===== src/rtl/fetch_sequencer.sv =====
// Instruction fetch front-end: PC, imem request/ready handshake, one instruction
// in flight to decode, next-PC on commit. Optional macro: FETCH_MISALIGN_EXC_EN.
module fetch_sequencer #(
  parameter logic [31:0] RESET_PC   = 32'h0040_0000,
  parameter logic [31:0] EXC_VECTOR = 32'h8000_0180
) (
  input  logic        clk,
  input  logic        rst,
  output logic        imem_req,
  output logic [31:0] imem_addr,
  input  logic        imem_rdy,
  input  logic [31:0] imem_rdata,
  output logic [31:0] instr,
  output logic        instr_valid,
  output logic [31:0] pc,
  output logic [31:0] pc_plus4,
  input  logic        instr_ack,
  input  logic        isJmp,
  input  logic        isJal,
  input  logic        isJr,
  input  logic [2:0]  branch,
  input  logic [31:0] rs_val,
  input  logic [31:0] rt_val,
  output logic        fetch_exc
);

  typedef enum logic {FETCH, EXEC} state_t;

  state_t      state, next_state;
  logic        req_q;
  logic        accept, commit;
  logic        taken, misalign;
  logic [31:0] next_pc;

  always_ff @(posedge clk) begin
    if (rst) state <= FETCH;
    else     state <= next_state;
  end

  always_comb begin
    next_state = state;
    case (state)
      FETCH:   if (accept)    next_state = EXEC;
      EXEC:    if (instr_ack) next_state = FETCH;
      default: next_state = FETCH;
    endcase
  end

  always_comb begin
    imem_req    = req_q;
    imem_addr   = pc;
    pc_plus4    = pc + 32'd4;
    instr_valid = (state == EXEC);
    accept      = (state == FETCH) && req_q && imem_rdy;
    commit      = (state == EXEC) && instr_ack;
  end

  always_comb begin
    taken = 1'b0;
    case (branch)
      3'd1:    taken = (rs_val == rt_val);
      3'd2:    taken = (rs_val != rt_val);
      3'd3:    taken = ($signed(rs_val) >= 0);
      3'd4:    taken = ($signed(rs_val) >  0);
      3'd5:    taken = ($signed(rs_val) <= 0);
      3'd6:    taken = ($signed(rs_val) <  0);
      default: taken = 1'b0;
    endcase
  end

`ifdef FETCH_MISALIGN_EXC_EN
  logic exc_q;
  assign misalign  = isJr && (rs_val[1:0] != 2'b00);
  assign fetch_exc = exc_q;

  always_ff @(posedge clk) begin
    if (rst)         exc_q <= 1'b0;
    else if (commit) exc_q <= misalign;
  end
`else
  assign misalign  = 1'b0;
  assign fetch_exc = 1'b0;
`endif

  always_comb begin
    next_pc = pc_plus4;
    if (misalign)           next_pc = EXC_VECTOR;
    else if (isJr)          next_pc = rs_val;
    else if (isJmp || isJal) next_pc = {pc_plus4[31:28], instr[25:0], 2'b00};
    else if (taken)         next_pc = pc_plus4 + {{14{instr[15]}}, instr[15:0], 2'b00};
  end

  // The request is registered so it drops on the reset edge and first rises
  // the cycle after rst deasserts; FETCH only accepts rdy while requesting.
  always_ff @(posedge clk) begin
    if (rst) begin
      pc    <= RESET_PC;
      instr <= '0;
      req_q <= 1'b0;
    end else begin
      req_q <= (next_state == FETCH);
      if (accept) instr <= imem_rdata;
      if (commit) pc    <= next_pc;
    end
  end

endmodule


===== config.mk =====
export PLATFORM = sky130hd
export DESIGN_NAME = fetch_sequencer
export DESIGN_NICKNAME = d
export VERILOG_FILES = /design/src/rtl/fetch_sequencer.sv
export SDC_FILE = /design/constraint.sdc
export NUM_CORES = 1
export LEC_CHECK = 0
export CORE_UTILIZATION = 48
export DETAILED_ROUTE_END_ITERATION = 10
export GPL_TIMING_DRIVEN = 0
export HOLD_SLACK_MARGIN = 0.15
export PLACE_DENSITY = 0.95
export SLEW_MARGIN = 25
export SYNTH_ARGS = -nofsm -noshare
export SYNTH_HDL_FRONTEND = slang
export SYNTH_SLANG_ARGS = --single-unit

===== constraint.sdc =====
create_clock -name clk -period 9.07 [get_ports clk]
set_input_delay 2.721 -clock clk [delete_from_list [all_inputs] [get_ports clk]]
set_output_delay 2.721 -clock clk [all_outputs]
set_load 0.01 [all_outputs]

==> flow_summary.toml <==
[outcome]
status = "complete, no violations"

[grt]
grt_pass1_wl_um = 38100
grt-busiest-layer = "met2"
grtUsageMet2_pct = 62.6
grt-ovfl-total = 0
antenna_found_initial = 0
use_met3_pct = 9.14
grt.met1_usage_pct = 47.8
gr-usage-all-layers_pct = 38.4
grt_pass1_vias = 7015
grt_start_max_net_pins = 27

[placed_design]
port_buffers = 233
dpl.hpwl_um = 19200
gp_congestion = 0.998

[floorplan]
die_y_um = 114
die_area_um2 = 12900
io_pins = 237
rows = 40
die_x_um = 114
start_util_pct = 49.5
core_area_um2 = 12100

[synthesis]
synthDistinctLibCells = 62
yosysTopAreaCell = "dfxtp_1"
syn_inst = 813
synth_area_leaders = "dfxtp_1 22%, a21oi_1 9.5%, xnor2_1 8.8%"
yosys.area.top_type_share_pct = 22.1
synthArstFlopShare_pct = 0
synth.avg_cell_area_um2 = 7.34
synth_fp_nets = 956
yosysSeqAreaShare_pct = 22.1
synthAdderAreaFrac_pct = 7.88
synth_compound_area_share_pct = 24.1
synthMuxAreaShare_pct = 2.77
synthFlopType = "dfxtp_1"
synth_seq_cells = 66
synth_edf_count = 0
synth_top_family_by_area = "compound AO/OA/AOI/OAI gates"
synth.yosys.warnings = 0
yosys.area_share.simple_pct = 22.4
syn_area_um2 = 5970
synth_xor_area_share_pct = 13.0

[cells_and_area]
diodes = 0
final_common_cell = "clkdlybuf4s50_1"
final_cell_mix = "233 x clkdlybuf4s50_1, 123 x nand2_1, 113 x a21oi_1"
fin_nets = 1200
fillCellCount = 949
fin_util_pct = 73.1
syn2layout_area_growth_pct = 47.7
final_layout_size_suffix_gt1_share_pct = 6.87

[pwr]
switching_share_pct = 32.5
power.density_nw_per_um2 = 110
p_clk_share_pct = 38.1
leakagePower_nw = 3.40
max-vdd-ir-drop_mv = 0.0742
intPower_w = 0.000656
p_switching_w = 0.000316
power_frac_seq_pct = 33.2
combPwrFrac_pct = 28.7

[drt]
vias = 7426
via_per_inst = 6.04
drc = 0
wl_um = 24800
drt_iter0_markers = 914
wire_per_inst_um = 20.2
first_pass_iters = 5
drtAntennaViolNets = 0

[clock_network]
cts.reportedPaths.clkPinSlew_ps = 60
post_cts_buffers = 0
cts_resized = 0
cts_tree = "built"
holdBufCountCts = 0
cts_htree_levels = 3
clockRootBuffer = "clkbuf_16"
clk_latency_ps = 350
cts_num_sinks = 66
cts_made_buffers = 9
cts_max_path_buffers = 2

[timing]
hold_viol = 0
rsz0062_at_grt = "false"
fmax_mhz = 161
fin_tns_setup_ps = 0
max-slew-margin-rel_pct = 46.4
tightest_slew_ps = 799
maxSlewViolCount = 0
fin_skew_ps = 9.48
period_minus_slack_ps = 6230
setup_viol_count_final = 0
fin_crit_sh_pct = 68.6

[worst_setup_path]
path_cells = "ha_1, nand4_1, nor2b_1, nand2b_1, nor2_1, xor2_1, clkdlybuf4s50_1"
startpoint_type = "flop"
crit_path_top_delay_cell = "clkdlybuf4s50_1"
cp.required_ps = 6350
critPathKind = "reg -> out"
cp-end-kind = "primary output"
slowest_delay_ps = 640
crit_fanout = 7
arrival_ps = 3500

[worst_hold_path]
min_path_type = "reg -> reg"

[run]
cap_viol_max_count = 0
-- synthesized netlist by cell type (7+ instances only) --
| master | number |
|---|---|
| nand2_1 | 123 |
| a21oi_1 | 113 |
| dfxtp_1 | 66 |
| nor2_1 | 64 |
| xnor2_1 | 60 |
| o21ai_0 | 47 |
| ha_1 | 36 |
| buf_4 | 35 |
| clkbuf_1 | 32 |
| xor2_1 | 25 |
| nand4_1 | 19 |
| a211o_1 | 15 |
| mux2i_1 | 15 |
| nand3_1 | 15 |
| nor4_1 | 12 |
| a21o_1 | 11 |
| nor3_1 | 11 |
| a211oi_1 | 10 |
| and3_1 | 9 |
| a31oi_1 | 7 |
| inv_1 | 7 |
-- layer usage --
metal  routed length, um  up-vias
met2               11300      577
met4                1120        0
met5                   0        -
met3                2940      101
met1                9460     3388
li1                    -     3360
-- sequential cells by signal, summed over array words and instances, names as in the netlist --
name / count
imem_addr: 32
imem_req: 1
instr: 32
instr_valid: 1
-- cells by family (layout without fill, tap and decap cells) --
| logic type | count (synthesis) | in the layout |
|---|---|---|
| fa+ha+maj | 37 | 37 |
| buf+inv | 82 | 331 |
| mux | 16 | 16 |
| simple gates | 285 | 285 |
| flops | 66 | 66 |
| xor+xnor | 87 | 87 |
| other cells | 1 | 1 |
| compound gates | 239 | 239 |
-- power by group through the flow --
stage / Combinational [W] / Sequential (W) / Clock [W]
2_1_floorplan: 0.000128 / 0.000328 / 0
4_1_cts: 0.000272 / 0.000322 / 0.000365
6_report: 0.000279 / 0.000323 / 0.000370
3_3_place_gp: 0.000267 / 0.000328 / 0
3_5_place_dp: 0.000270 / 0.000328 / 0
5_1_grt: 0.000294 / 0.000324 / 0.000382
-- critical path: cells and delay by family (launching register included) --
| kind | cells | cell delay, ps |
|---|---|---|
| buffers and inverters | 1 | 640 |
| DFF | 1 | 510 |
| and+or+nand+nor | 4 | 1330 |
| xor gates and xnor gates | 1 | 410 |
| adders and majority gates | 1 | 260 |
-- per-stage QoR --
stage                     instance area (um^2)  power, W  setup slack, ps  instances  hold WS, ps
after global routing                      8810   0.00100             2790       1230          493
after floorplan                           5970  0.000456             4270        813          481
after detailed placement                  8510  0.000598             2870       1214          449
final                                     8810  0.000972             2840       1230          457
after CTS                                 8810  0.000959             3010       1230          459
after global placement                    8510  0.000595             2950       1214          442
-- cell type report --
class	count	area (um^2)	area share, %
Buffer	75	427	4.84
Tap cell	168	210	2.38
Inverter	7	26.3	0.298
Timing Repair Buffer	233	2330	26.5
Sequential cell	66	1320	15.0
Clock inverter	7	76.3	0.866
Clock buffer	9	225	2.56
Multi-Input combinational cell	665	4200	47.6
-- final timing paths --
check | from | end | cells after the start | slack (ps)
min | instr[26] | instr[26] | 2 | 460
max reg2reg | imem_addr[2] | imem_addr[30] | 15 | 4130
max | imem_addr[2] | pc_plus4[20] | 7 | 2840
min reg2reg | instr[26] | instr[26] | 2 | 460
(Power assumes the default switching activity.)
